**config.mk**
```make
export PLATFORM = sky130hd
export DESIGN_NAME = dac_serial_tx
export DESIGN_NICKNAME = d
export VERILOG_FILES = /design/src/rtl/dac_tx_pkg.sv /design/src/rtl/dac_sclk_gen.sv /design/src/rtl/dac_serial_tx.sv
export SDC_FILE = /design/constraint.sdc
export NUM_CORES = 1
export LEC_CHECK = 0
export CORE_MARGIN = 10
export CORE_UTILIZATION = 51
export CTS_CLUSTER_SIZE = 24
export DETAILED_ROUTE_END_ITERATION = 16
export PLACE_DENSITY = 0.73
export SYNTH_ARGS = -nofsm -noshare
export SYNTH_HDL_FRONTEND = slang
export SYNTH_SLANG_ARGS = --single-unit
```
**constraint.sdc**
```tcl
create_clock -name clk_20M -period 3.2 [get_ports clk_20M]
set_input_delay 0.64 -clock clk_20M [delete_from_list [all_inputs] [get_ports clk_20M]]
set_output_delay 0.64 -clock clk_20M [all_outputs]
set_load 0.01 [all_outputs]
```
**src/rtl/dac_tx_pkg.sv**
```systemverilog
// Shared constants and FSM state type for the dual-channel DAC serial transmitter.
package dac_tx_pkg;

  localparam int FRAME_W = 16;
  localparam int DATA_W  = 12;
  localparam int CTRL_W  = 4;

  localparam logic [CTRL_W-1:0] CTRL1_DEFAULT = 4'b0000;
  localparam logic [CTRL_W-1:0] CTRL2_DEFAULT = 4'b0000;

  typedef enum logic [1:0] {
    IDLE,
    SHIFT,
    GAP
  } state_t;

endpackage

```
**src/rtl/dac_sclk_gen.sv**
```systemverilog
// DAC serial clock generator: half-period counter, fall/rise strobes and the DAC_clk register.
module dac_sclk_gen #(
  parameter int HALF_DIV = 2
) (
  input  logic clk_20M,
  input  logic reset,
  input  logic en,
  output logic fall_tick,
  output logic rise_tick,
  output logic DAC_clk
);

  logic [3:0] half_cnt;
  logic       tick;

  // Strobes flag the edge about to happen, so the FSM acts on the same clk_20M edge DAC_clk toggles.
  assign tick      = en && (half_cnt == 4'(HALF_DIV - 1));
  assign fall_tick = tick && DAC_clk;
  assign rise_tick = tick && !DAC_clk;

  // NOTE: sequential state uses non-blocking assignments so every register samples pre-edge values.
  always_ff @(posedge clk_20M) begin
    if (reset || !en) begin
      half_cnt <= '0;
      DAC_clk  <= 1'b1;
    end else if (tick) begin
      half_cnt <= '0;
      DAC_clk  <= ~DAC_clk;
    end else begin
      half_cnt <= half_cnt + 4'd1;
    end
  end

endmodule

```
**src/rtl/dac_serial_tx.sv**
```systemverilog
// Dual-channel 16-bit-frame serial transmitter for two 12-bit DACs sharing DAC_clk and sync_n,
// with a one-deep holding buffer that gives look-ahead while a frame is shifting.
module dac_serial_tx
  import dac_tx_pkg::*;
#(
  parameter int                HALF_DIV  = 2,
  parameter logic [CTRL_W-1:0] CTRL1     = CTRL1_DEFAULT,
  parameter logic [CTRL_W-1:0] CTRL2     = CTRL2_DEFAULT,
  parameter int                SYNC_HIGH = 4
) (
  input  logic              clk_20M,
  input  logic              reset,
  input  logic              in_valid,
  output logic              in_ready,
  input  logic [DATA_W-1:0] pdata1,
  input  logic [DATA_W-1:0] pdata2,
  output logic              DAC_clk,
  output logic              sync_n,
  output logic              Dout1,
  output logic              Dout2,
  output logic              busy,
  output logic              done
);

  state_t               state;
  logic                 full;
  logic [DATA_W-1:0]    hold1;
  logic [DATA_W-1:0]    hold2;
  logic [FRAME_W-1:0]   frame1;
  logic [FRAME_W-1:0]   frame2;
  logic [FRAME_W-2:0]   sh1;
  logic [FRAME_W-2:0]   sh2;
  logic [4:0]           bit_cnt;
  logic [3:0]           gap_cnt;
  logic                 accept;
  logic                 gap_end;
  logic                 load;
  logic                 fall_tick;
  logic                 rise_tick;

  assign in_ready = !full;
  assign accept   = in_valid && !full;
  assign gap_end  = (state == GAP) && (gap_cnt == 4'(SYNC_HIGH - 1));
  assign load     = full && ((state == IDLE) || gap_end);
  assign frame1   = {CTRL1, hold1};
  assign frame2   = {CTRL2, hold2};

  dac_sclk_gen #(
    .HALF_DIV(HALF_DIV)
  ) u_sclk (
    .clk_20M  (clk_20M),
    .reset    (reset),
    .en       (state == SHIFT),
    .fall_tick(fall_tick),
    .rise_tick(rise_tick),
    .DAC_clk  (DAC_clk)
  );

  // NOTE: only the full flag is reset; the data words are don't-care while full is clear.
  always_ff @(posedge clk_20M) begin
    if (reset) begin
      full <= 1'b0;
    end else if (accept) begin
      full <= 1'b1;
    end else if (load) begin
      full <= 1'b0;
    end
  end

  always_ff @(posedge clk_20M) begin
    if (accept) begin
      hold1 <= pdata1;
      hold2 <= pdata2;
    end
  end

  always_ff @(posedge clk_20M) begin
    if (reset) begin
      state   <= IDLE;
      sync_n  <= 1'b1;
      busy    <= 1'b0;
      done    <= 1'b0;
      Dout1   <= 1'b0;
      Dout2   <= 1'b0;
      sh1     <= '0;
      sh2     <= '0;
      bit_cnt <= '0;
      gap_cnt <= '0;
    end else begin
      done <= 1'b0;
      if (load) begin
        // Frame start: MSB goes straight onto Dout, the remaining 15 bits wait in the shifters.
        sh1     <= frame1[FRAME_W-2:0];
        sh2     <= frame2[FRAME_W-2:0];
        Dout1   <= frame1[FRAME_W-1];
        Dout2   <= frame2[FRAME_W-1];
        sync_n  <= 1'b0;
        busy    <= 1'b1;
        bit_cnt <= '0;
        state   <= SHIFT;
      end else begin
        case (state)
          SHIFT: begin
            if (fall_tick) begin
              bit_cnt <= bit_cnt + 5'd1;
            end else if (rise_tick) begin
              if (bit_cnt == 5'(FRAME_W)) begin
                sync_n  <= 1'b1;
                done    <= 1'b1;
                gap_cnt <= '0;
                state   <= GAP;
              end else begin
                Dout1 <= sh1[FRAME_W-2];
                Dout2 <= sh2[FRAME_W-2];
                sh1   <= {sh1[FRAME_W-3:0], 1'b0};
                sh2   <= {sh2[FRAME_W-3:0], 1'b0};
              end
            end
          end
          GAP: begin
            if (gap_end) begin
              state <= IDLE;
              busy  <= 1'b0;
            end else begin
              gap_cnt <= gap_cnt + 4'd1;
            end
          end
          default: state <= IDLE;
        endcase
      end
    end
  end

endmodule

```
==> impl_metrics.json <==
{
  "power.leakage_nw": 1.25,
  "setup-tns-final_ns": 0,
  "ys.flop_type": "dfxtp_1",
  "r2r_slack_ns": 1.15,
  "vias": 2249,
  "globalRouteMet3Util_pct": 3.34,
  "cp_slowest_stage_delay_ns": 0.60,
  "switchingPower_mw": 0.450,
  "ant_nets": 0,
  "cts_made_buffers": 9,
  "cp_cell_sequence": "clkdlybuf4s50_1",
  "viasPerCell": 5.37,
  "finClkSkew_ns": 0.0108,
  "die_area_um2": 9500,
  "rsz0062_at_grt": "false",
  "drc_errors": 0,
  "grt_max_degree": 49,
  "grtUsageTotal_pct": 12.7,
  "slew_violations": 0,
  "global_route.usage.met1_pct": 15.7,
  "seqPwrFrac_pct": 53.5,
  "seq_area_um2": 1760,
  "setup_viol": 0,
  "wirelength_um": 5880,
  "stdcell_count": 419,
  "fill_cells": 498,
  "syn-cell-area_um2": 3060,
  "cts.clk_slew.worst_paths_ns": 0.08,
  "worstMarginPinSlew_ns": 0.620,
  "clockBufferDepth": 2,
  "crit_fanout": 7,
  "required_ns": 2.56,
  "first_global_vias": 2252,
  "switching_share_pct": 22.4,
  "maxSlewHeadroom_pct": 58.6,
  "insertion_delay_ns": 0.35,
  "grt_pass1_wl_um": 10200,
  "wl_per_cell_um": 14.0,
  "fin_crit_ns": 2.07,
  "gp_congestion": 0.840,
  "p_clk_share_pct": 39.3,
  "drtIter0Drc": 135,
  "p_int_mw": 1.56,
  "rr_startpoint": "state[0]$_SDFFE_PP0P_",
  "fin_nets": 374,
  "critPathKind": "reg2out",
  "area_delta_synth_final_pct": 19.6,
  "synthCells": 309,
  "placedCellCount": 403,
  "coreArea_um2": 5890,
  "start_util_pct": 52.0,
  "max_cap_viol_count": 0,
  "fmax_ghz": 0.484,
  "vdd_drop_max_mv": 0.348,
  "synth_seq_cells": 76,
  "syn_area_per_cell_um2": 9.91,
  "async_reset_ff_share_pct": 0,
  "start_kind": "flop",
  "power.density_nw_per_um2": 548,
  "htreeDepth": 3,
  "critical_path.n_buffers_inverters": 1,
  "combPwrFrac_pct": 7.1,
  "dp_hpwl_um": 3910,
  "cts.sinks": 76,
  "overflow": 0,
  "crit_family": "buffers and inverters",
  "min_period_over_period_pct": 64.6,
  "hold_start": "sh1[14]$_SDFFE_PP0P_",
  "die_width_um": 97.5,
  "ys_seq_area_share_pct": 57.5,
  "synth_cell_type_count": 42,
  "met2_usage_pct": 19.6,
  "antenna_cells": 0,
  "synth_nets": 344,
  "hold_path_end": "Dout1$_SDFFE_PP0P_",
  "antenna_found_initial": 0,
  "first_pass_iters": 4,
  "post_cts_resized": 0,
  "place.port_buffers": 33,
  "critical_path.slowest_cell": "clkdlybuf4s50_1",
  "rows": 28,
  "rr_worst_depth": 7,
  "cts_setup_buffers": 0,
  "tritoncts": "yes",
  "synth_edf_count": 24,
  "min_path_type": "reg2reg",
  "multi_input_area_um2": 1190,
  "busiest_layer": "met2",
  "worstSetupEndpointType": "primary output",
  "setup.worst_path.start": "u_sclk.DAC_clk$_SDFFE_PP1N_",
  "die_h_um": 97.5,
  "ys_warn_count": 0,
  "hold_depth": 2,
  "r2r-end": "sh1[2]$_SDFFE_PP0P_",
  "holdBufCountCts": 0,
  "crit_arrival_ns": 1.43,
  "status": "finished clean",
  "cts_root_buf": "clkbuf_8",
  "final_layout_size_suffix_gt1_share_pct": 9.01,
  "hold_viol_final": 0,
  "num_io_pins": 34
}
[cell families after synthesis]
| logic type | share of synthesized area [%] |
|---|---|
| AND/OR/NAND/NOR | 20.9 |
| buffers and inverters | 3.96 |
| flip-flops | 57.5 |
| AO/OA/AOI/OAI | 12.2 |
| adder cells (fa/ha/maj) | 3.27 |
| XOR/XNOR | 1.43 |
| multiplexers | 0.695 |
[how the worst max path moves through the flow]
| stage | endpoint | slack (ns) | depth (start not counted) |
|---|---|---|---|
| detailed placement | sh2[2]$_SDFFE_PP0P_ | 1.18 | 7 |
| global route | sh2[8]$_SDFFE_PP0P_ | 0.98 | 6 |
| CTS | DAC_clk | 1.10 | 1 |
| floorplan | hold1[0]$_DFFE_PP_ | 1.05 | 1 |
| global placement | done$_SDFF_PP0_ | 1.23 | 3 |
| finish | DAC_clk | 1.13 | 1 |
[power groups by stage]
stage	registers, mW	logic (mW)	clock network, mW
after floorplan	1.09	0.0840	0
after global placement	1.09	0.139	0
after detailed placement	1.10	0.144	0
after CTS	1.07	0.145	0.803
after global routing	1.08	0.161	0.842
final	1.07	0.143	0.789
[state kept, by name (all words and copies together), names as in the netlist, 2 cells and up]
| name | flops |
|---|---|
| hold2 | 12 |
| hold1 | 12 |
| state | 2 |
| bit_cnt | 5 |
| u_sclk.half_cnt | 4 |
| gap_cnt | 4 |
| sh2 | 15 |
| sh1 | 15 |
[cell usage after synthesis (2+ instances only)]
cell,n,area share [%]
a21oi_1,17,2.8
a311oi_1,22,6.3
and3_1,2,0.41
and4bb_2,2,0.82
buf_2,6,0.98
buf_4,3,0.74
clkbuf_1,8,0.98
dfxtp_1,52,34
edfxtp_1,24,24
ha_1,8,3.3
inv_1,8,0.98
nand2_1,69,8.5
nand2b_1,2,0.41
nand3_1,11,1.8
nand4_1,3,0.61
nand4bb_1,2,0.74
nor2_1,34,4.2
nor2b_1,4,0.82
nor3_1,2,0.33
o21ai_0,5,0.82
xnor2_1,3,0.86
xor2_1,2,0.57
[per-stage QoR]
step | utilization (%) | worst slack [ns] | hold slack, ns | power [mW] | cell area (µm²)
finish | 62.2 | 1.13 | 0.455 | 2.01 | 3660
floorplan | - | 1.05 | 0.432 | 1.17 | 3060
detailed placement | 58.5 | 1.18 | 0.447 | 1.24 | 3450
CTS | 62.2 | 1.10 | 0.459 | 2.02 | 3660
global route | 62.2 | 0.983 | 0.477 | 2.08 | 3660
global placement | 58.5 | 1.23 | 0.437 | 1.23 | 3450
[routing by layer]
| metal | up-vias | routed length, µm |
|---|---|---|
| met1 | 1054 | 2760 |
| met4 | 0 | 121 |
| li1 | 1147 | - |
| met5 | - | 0 |
| met2 | 39 | 2800 |
| met3 | 9 | 201 |
[placed cells by master, fill, tap and decap left out, types with 2 or more instances in the layout]
cell and instances:
a21oi_1 17, nand3_1 11, a311oi_1 22, clkinv_4 2
nand2b_1 2, buf_4 5, inv_1 8, edfxtp_1 24
nand2_1 69, nor3_1 2, and4bb_2 2, nand4bb_1 2
nor2b_1 3, ha_1 8, and3_1 2, dfxtp_1 52
o21ai_0 5, clkbuf_8 9, xor2_1 2, bufinv_16 2
xnor2_1 3, nor2_1 34, nand4_1 3, clkdlybuf4s50_1 33
[final cells by class]
| type | count | area share, % |
|---|---|---|
| flip-flops and latches | 76 | 48.1 |
| multi-input cells | 206 | 32.6 |
| repair buffers | 38 | 10.0 |
| clock buffers | 10 | 3.48 |
| well taps | 75 | 2.56 |
| clock inverters | 6 | 2.43 |
| inverters | 8 | 0.820 |
(Power assumes the default switching activity.)
